===== config.mk =====
export PLATFORM = sky130hd
export DESIGN_NAME = ecg_bit_packer
export DESIGN_NICKNAME = d
export VERILOG_FILES = /design/src/rtl/ecg_bit_packer.sv
export SDC_FILE = /design/constraint.sdc
export NUM_CORES = 1
export LEC_CHECK = 0
export BUFFER_PORTS_ARGS = -buffer_cell sky130_fd_sc_hd__buf_2
export CAP_MARGIN = 5
export CORE_UTILIZATION = 61
export DETAILED_ROUTE_END_ITERATION = 6
export PLACE_DENSITY_LB_ADDON = 0.08
export RECOVER_POWER = 50
export SYNTH_ARGS = -nofsm -noshare
export SYNTH_HDL_FRONTEND = slang
export SYNTH_SLANG_ARGS = --single-unit

===== constraint.sdc =====
create_clock -name clk -period 5.4 [get_ports clk]
set_input_delay 1.08 -clock clk [delete_from_list [all_inputs] [get_ports clk]]
set_output_delay 1.08 -clock clk [all_outputs]
set_load 0.05 [all_outputs]

===== src/rtl/ecg_bit_packer.sv =====
// Packs variable-length ECG beats (code field + sign bits) MSB-first into fixed W-bit words.
// A beat marked last triggers a zero-padded flush of whatever remains.
module ecg_bit_packer #(
  parameter int W      = 32,
  parameter int CODE_W = 16
) (
  input  logic              clk,
  input  logic              rst_n,
  input  logic              in_valid,
  output logic              in_ready,
  input  logic [CODE_W-1:0] code_bits,
  input  logic [4:0]        code_len,
  input  logic [3:0]        sign_bits,
  input  logic [2:0]        size_sign_bits,
  input  logic              in_last,
  output logic              out_valid,
  input  logic              out_ready,
  output logic [W-1:0]      out_data,
  output logic [5:0]        out_nbits,
  output logic              out_last
);

  localparam int BEAT_W = CODE_W + 4;
  localparam int FILL_W = $clog2(2*W + 1);

  localparam logic [4:0]        CODE_MAX = 5'(CODE_W);
  localparam logic [FILL_W-1:0] W_F      = FILL_W'(W);
  localparam logic [FILL_W-1:0] TWO_W_F  = FILL_W'(2*W);
  localparam logic [FILL_W-1:0] RDY_MAX  = FILL_W'(2*W - BEAT_W);

  typedef enum logic {RUN, DRAIN} state_t;

  state_t            state, state_next;
  logic [2*W-1:0]    acc, acc_next;
  logic [FILL_W-1:0] fill, fill_next;

  logic [4:0]        clen;
  logic [2:0]        slen;
  logic [CODE_W-1:0] code_m;
  logic [3:0]        sign_m;
  logic [BEAT_W-1:0] beat_val;
  logic [FILL_W-1:0] beat_len;
  logic              in_fire, out_fire;

  // Beat assembly: clamp lengths, drop bits above the lengths, right-align code then signs.
  always_comb begin
    clen = (code_len > CODE_MAX) ? CODE_MAX : code_len;
    slen = (size_sign_bits > 3'd4) ? 3'd4 : size_sign_bits;
    for (int i = 0; i < CODE_W; i++) code_m[i] = code_bits[i] && (5'(i) < clen);
    for (int i = 0; i < 4; i++)      sign_m[i] = sign_bits[i] && (3'(i) < slen);
    beat_val = ({4'b0, code_m} << slen) | {{CODE_W{1'b0}}, sign_m};
    beat_len = FILL_W'(clen) + FILL_W'(slen);
  end

  assign in_fire  = in_valid && in_ready;
  assign out_fire = out_valid && out_ready;

  // NOTE: sequential state uses non-blocking assignments so every register samples
  // the same pre-edge values regardless of statement order.
  always_ff @(posedge clk or negedge rst_n) begin
    if (!rst_n) begin
      state <= RUN;
      acc   <= '0;
      fill  <= '0;
    end else begin
      state <= state_next;
      acc   <= acc_next;
      fill  <= fill_next;
    end
  end

  // NOTE: every comb output gets a default up front so no path leaves it unassigned
  // (which would infer a latch).
  always_comb begin
    logic [2*W-1:0]    acc_s;
    logic [FILL_W-1:0] fill_s;
    logic [FILL_W-1:0] sh;
    state_next = state;
    acc_next   = acc;
    fill_next  = fill;
    acc_s      = out_fire ? (acc << W) : acc;
    fill_s     = out_fire ? (fill - W_F) : fill;
    sh         = TWO_W_F - fill_s - beat_len;
    unique case (state)
      RUN: begin
        acc_next  = acc_s;
        fill_next = fill_s;
        if (in_fire) begin
          // The beat lands directly below the pending bits, after any shift this cycle.
          acc_next  = acc_s | ({{(2*W-BEAT_W){1'b0}}, beat_val} << sh);
          fill_next = fill_s + beat_len;
          if (in_last) state_next = DRAIN;
        end
      end
      DRAIN: begin
        if (out_fire) begin
          if (out_last) begin
            acc_next   = '0;
            fill_next  = '0;
            state_next = RUN;
          end else begin
            acc_next  = acc_s;
            fill_next = fill_s;
          end
        end
      end
      default: ;
    endcase
  end

  // Outputs depend on registered state only, so out_ready never reaches in_ready.
  always_comb begin
    in_ready  = 1'b0;
    out_valid = 1'b0;
    out_data  = acc[2*W-1 -: W];
    out_nbits = '0;
    out_last  = 1'b0;
    unique case (state)
      RUN: begin
        in_ready  = (fill <= RDY_MAX);
        out_valid = (fill >= W_F);
        out_nbits = out_valid ? 6'(W) : 6'd0;
      end
      DRAIN: begin
        out_valid = 1'b1;
        out_last  = (fill <= W_F);
        out_nbits = out_last ? 6'(fill) : 6'(W);
      end
      default: ;
    endcase
  end

endmodule

Yosys cells after proc, flatten, opt, wreduce, memory -nomap -nowiden
Index checks and enable logic that the tools add are counted.

cells by class
  reductions and logical operators = 22
  magnitude comparators = 25
  shift-type cells = 2
  add/subtract/negate cells = 5
  bitwise operators = 3
  equal/unequal tests = 1
  mux-type cells = 23

operators by type and width
  operator             count
  $mux 64              4
  $pmux 64 s2          1
  $or 64x64->64        1
  $shl 20x7->64        1
  $lt 4x5->1 const A   8
  $mux 7               4
  $logic_and 1x1->1    22
  $lt 3x5->1 const A   4
  $or 20x4->20         1
  $shl 16x3->20        1
  $le 7x6->1 const B   2
  $pmux 7 s2           1
  $mux 6               2
  $pmux 6 s2           1
  $lt 1x5->1 const A   2
  $lt 2x5->1 const A   2
  $add 7x6->7          1
  $ge 7x6->1 const B   1
  $sub 7x6->7          1
  $sub 7x6->7 const B  1
  $sub 7x7->7 const A  1
  $add 5x3->6          1
  $lt 1x3->1 const A   2
  $lt 2x3->1 const A   2
  8 further kinds      14

storage, ports and cells
  flip-flop bits (word level) = 72
  logic and storage cells = 84
  output and inout bits = 41
  input port bits = 33

Logic depth before layout (Yosys ltp)
  depth in word-level cells = 10
  depth in mapped cells = 22
  mapped depth without buffers = 18

Least setup slack after synthesis
OpenSTA, ideal clock, no wires.

  kind = input -> register
  start point = input port code_len[4]
  end point = register acc[49]
  path buffers = 5
  data arrival time = 4.904 ns
  library setup time = 0.119 ns
  stages = 22
  setup slack = 0.377 ns
  path through = buf_4 buf_6 buf_4 nor2b_1 ha_1 a21o_1 a21oi_1 xor2_1 inv_1 ha_1 ha_1 o21a_1 o31a_1 o22ai_1 and4_1 nor2_1 clkbuf_1 nor2_1 clkbuf_1 a221oi_1 o21ai_0 o21a_1

between the ends
  longest elaborated chain between the ends = 10
  elaborated cells on any way between the ends = 42
  those cells by class = 2 x add/sub; 17 x order compare; 2 x shift; 3 x mux; 2 x bitwise; 16 x reduce/logical

ends and longest elaborated chain
  element                                              RTL line  RTL
  start: declaration                                   12        input logic [4:0] code_len,
  $gt 5x5->1                                           47        clen = (code_len > CODE_MAX) ? CODE_MAX : code_len;
  $mux 5 *                                             47
  branches (longest 4 deep; another with $sub 7x6->7)  n/a
  $shl 20x7->64 *                                      90        acc_next = acc_s | ({{(2*W-BEAT_W){1'b0}}, beat_val} << sh);
  $or 64x64->64 *                                      90
  $mux 64 *                                            88        if (in_fire) begin
  $pmux 64 s2 *                                        84        unique case (state)
  end signal: assignment                               67        acc <= acc_next;
  end: declaration                                     34        logic [2*W-1:0] acc, acc_next;

Mark *: on every way between the ends.
A chain may end at the register's enable or synchronous reset.

Worst setup path after layout
  start point = input port size_sign_bits[2]
  end point = register acc[41]

between the ends
  longest elaborated chain between the ends = 9
  elaborated cells on any way between the ends = 18
  those cells by class = 2 x add/sub; 5 x order compare; 2 x shift; 3 x mux; 2 x bitwise; 4 x reduce/logical

ends and longest elaborated chain
  element                                              RTL line  RTL
  start: declaration                                   14        input logic [2:0] size_sign_bits,
  $gt 3x3->1                                           48        slen = (size_sign_bits > 3'd4) ? 3'd4 : size_sign_bits;
  $mux 3 *                                             48
  branches (longest 3 deep; another with $sub 7x6->7)  n/a
  $shl 20x7->64 *                                      90
  $or 64x64->64 *                                      90
  $mux 64 *                                            88
  $pmux 64 s2 *                                        84

Marked as above.

==> impl_metrics.tcl <==
set metrics [dict create \
    run_status "complete, but fails checks" \
    violations "capacitance limit, slew limit" \
    cts_tree "done" \
    r2r_end "acc[41]" \
    clock_skew_ns 0.0121 \
    antenna_found_initial 0 \
    rows 38 \
    grtUsageTotal 0.390 \
    finalHoldViolCount 0 \
    synthToLayoutAreaGrowth_pct 7.05 \
    path_class "in2reg" \
    synthArstFlopShare 1.00 \
    ant_nets 0 \
    fmax_mhz 201 \
    root_buffer "clkbuf_8" \
    grt_max_degree 73 \
    max_stage_delay_ns 0.43 \
    dp_hpwl_um 16500 \
    cp.arrival_ns 5.26 \
    drv_slew 73 \
    synth-edff-count 0 \
    cts_max_path_buffers 2 \
    post_dp_cell_area_sq_um 7110 \
    wirelength_um 22200 \
    antenna_cells 0 \
    yosys_warnings 0 \
    die_h_um 108 \
    die_w_um 108 \
    cp_slowest_cell "ha_1" \
    min_path_cells 2 \
    vias_per_cell 7.10 \
    first_iter_violations 997 \
    hp-start "acc[20]" \
    r2r-start "fill[0]" \
    post_cts_resized 0 \
    start_kind "input port" \
    cts_buffers 9 \
    path_clk_slew_ns 0.09 \
    start_util 0.628 \
    cts_hold_buf 0 \
    netlist.area_leader.share 0.265 \
    ys_types 84 \
    ios 74 \
    hp-class "reg2reg" \
    grt_pass1_vias 6728 \
    nNetsFinal 942 \
    io_buffers 73 \
    tightest_slew_ns 3.81 \
    critPathMaxFanout 13 \
    ff2ff_setup_slack_ns 0.66 \
    fin_crit_sh 0.921 \
    finalCriticalPeriod_ns 4.98 \
    tns_ns 0 \
    die_area_sq_um 11600 \
    fin_area_sq_um 7290 \
    gp_congestion 0.973 \
    ys.flop_type "dfrtp_1" \
    setup_viol 0 \
    min_to "acc[20]" \
    syn_avg_cell_area_sq_um 7.89 \
    synth_nets 921 \
    seq_area_frac_synth 0.265 \
    cts_setup_buffers 0 \
    drv_cap 1 \
    synth_area_leader_cell "dfrtp_1" \
    ys_top_cells_by_area "dfrtp_1 26%, nor2_1 4.7%, nand2_1 4.5%" \
    synthCells 863 \
    routedWlPerCell_um 21.6 \
    crit_chain "buf_2 -> nand2b_1 -> inv_2 -> ha_1 -> a21o_1 -> a21oi_1 -> xor2_1 -> inv_1 -> ha_1 -> ha_1 -> o21a_1 -> o31a_1 -> o22ai_1 -> a211oi_1 -> nor2_1 -> nor2_1 -> nand2_1 -> o21ai_0 -> a2bb2oi_1" \
    via_count 7303 \
    fill_cells 952 \
    rsz0062_at_grt "false" \
    relSlewSlack -1.54 \
    ys_ff_latch 72 \
    htree_levels 3 \
    clock_latency_ns 0.38 \
    cp_common_cell "ha_1" \
    cp-end-kind "flip-flop" \
    drt_first_pass_iters 6 \
    drive_gt1_frac 0.150 \
    coreArea_sq_um 10800 \
    rr_worst_depth 16 \
    critical_path_required_ns 5.69 \
    grt.overflow.total 0 \
    drc_errors 0 \
    cts.sinks 72 \
    grt_pass1_wl_um 35200 \
    syn_area_sq_um 6810 \
]
worst max-delay path: cells and delay by family:
family                   cells  cell delay (ns)
AO/OA/AOI/OAI                8             1.56
AND/OR/NAND/NOR              4             1.06
XOR/XNOR                     1             0.20
buffers and inverters        3             0.37
adder cells (fa/ha/maj)      3             1.00
cell families (layout without fill, tap and decap cells):
family	after synthesis	in the layout	synth area share
adders and majority gates	25	25	0.0503
DFF	72	72	0.265
muxes	21	21	0.0386
AOI/OAI and AO/OA	338	338	0.359
other	2	2	0.00110
and+or+nand+nor	264	264	0.178
buffers and inverters	130	156	0.0935
xor gates and xnor gates	11	11	0.0141
state kept, by name (all words and copies together), names as in the netlist:
name	flops
fill	7
acc	64
state	1
per-stage QoR:
stage | worst slack, ns | hold WS (ns) | cells | util
2_1_floorplan | 0.377 | 0.451 | 863 | -
3_3_place_gp | 0.217 | 0.465 | 1013 | 0.656
3_5_place_dp | 0.133 | 0.474 | 1013 | 0.656
4_1_cts | 0.503 | 0.499 | 1029 | 0.675
5_1_grt | 0.121 | 0.527 | 1029 | 0.673
6_report | 0.425 | 0.498 | 1029 | 0.673
synthesized netlist by cell type (all sizes together), types with 5 or more instances:
library cell / number
nor2: 86
nand2: 82
o21ai: 76
dfrtp: 72
clkbuf: 47
buf: 46
a21oi: 43
inv: 36
a22oi: 30
nor3: 25
ha: 21
o221ai: 20
nand3: 19
mux2i: 15
o22ai: 15
a21o: 14
a211oi: 13
a31oi: 13
o21a: 12
a22o: 11
nand2b: 11
o211ai: 9
o31ai: 9
a221oi: 8
a222oi: 7
a32oi: 7
nor2b: 7
nor4: 7
o32ai: 6
xor2: 6
and2: 5
xnor2: 5
cell type report:
type / instances / area, sq um / area share
Clock inverter: 7 / 83.8 / 0.0115
Timing Repair Buffer: 103 / 576 / 0.0789
Sequential cell: 72 / 1800 / 0.247
Clock buffer: 9 / 124 / 0.0170
Multi-Input combinational cell: 661 / 4390 / 0.602
Tap cell: 140 / 175 / 0.0240
Inverter: 37 / 139 / 0.0190
routing by layer:
metal | vias up | wire length [um] | global-route usage
met2 | 486 | 10000 | 0.606
met1 | 3499 | 9320 | 0.536
met4 | 0 | 575 | 0.132
li1 | 3257 | - | -
met3 | 61 | 2340 | 0.0835
met5 | - | 0 | 0
cells in the final DEF, fill, tap and decap left out, drive strengths merged, types with 11 or more instances in the layout:
cell and n:
mux2i 15, a21o 14, nor3 25, a22o 11, a22oi 30, nand2 82
a31oi 13, buf 83, o22ai 15, a21oi 43, a211oi 13, clkbuf 29
o21ai 76, inv 41, nor2 86, o221ai 20, nand2b 11, nand3 19
dfrtp 72, ha 21, o21a 12
worst max path at each step:
stage	cells after the start	endpoint	from
2_1_floorplan	22	acc[49]	code_len[4]
3_3_place_gp	14	acc[45]	code_len[0]
3_5_place_dp	19	acc[41]	size_sign_bits[2]
4_1_cts	19	acc[41]	size_sign_bits[2]
5_1_grt	18	acc[41]	code_len[4]
6_report	19	acc[41]	size_sign_bits[2]
Power is left out: the tool's default activity adds up to more than one toggle a clock period on the data nets, which glitch-free logic cannot reach.
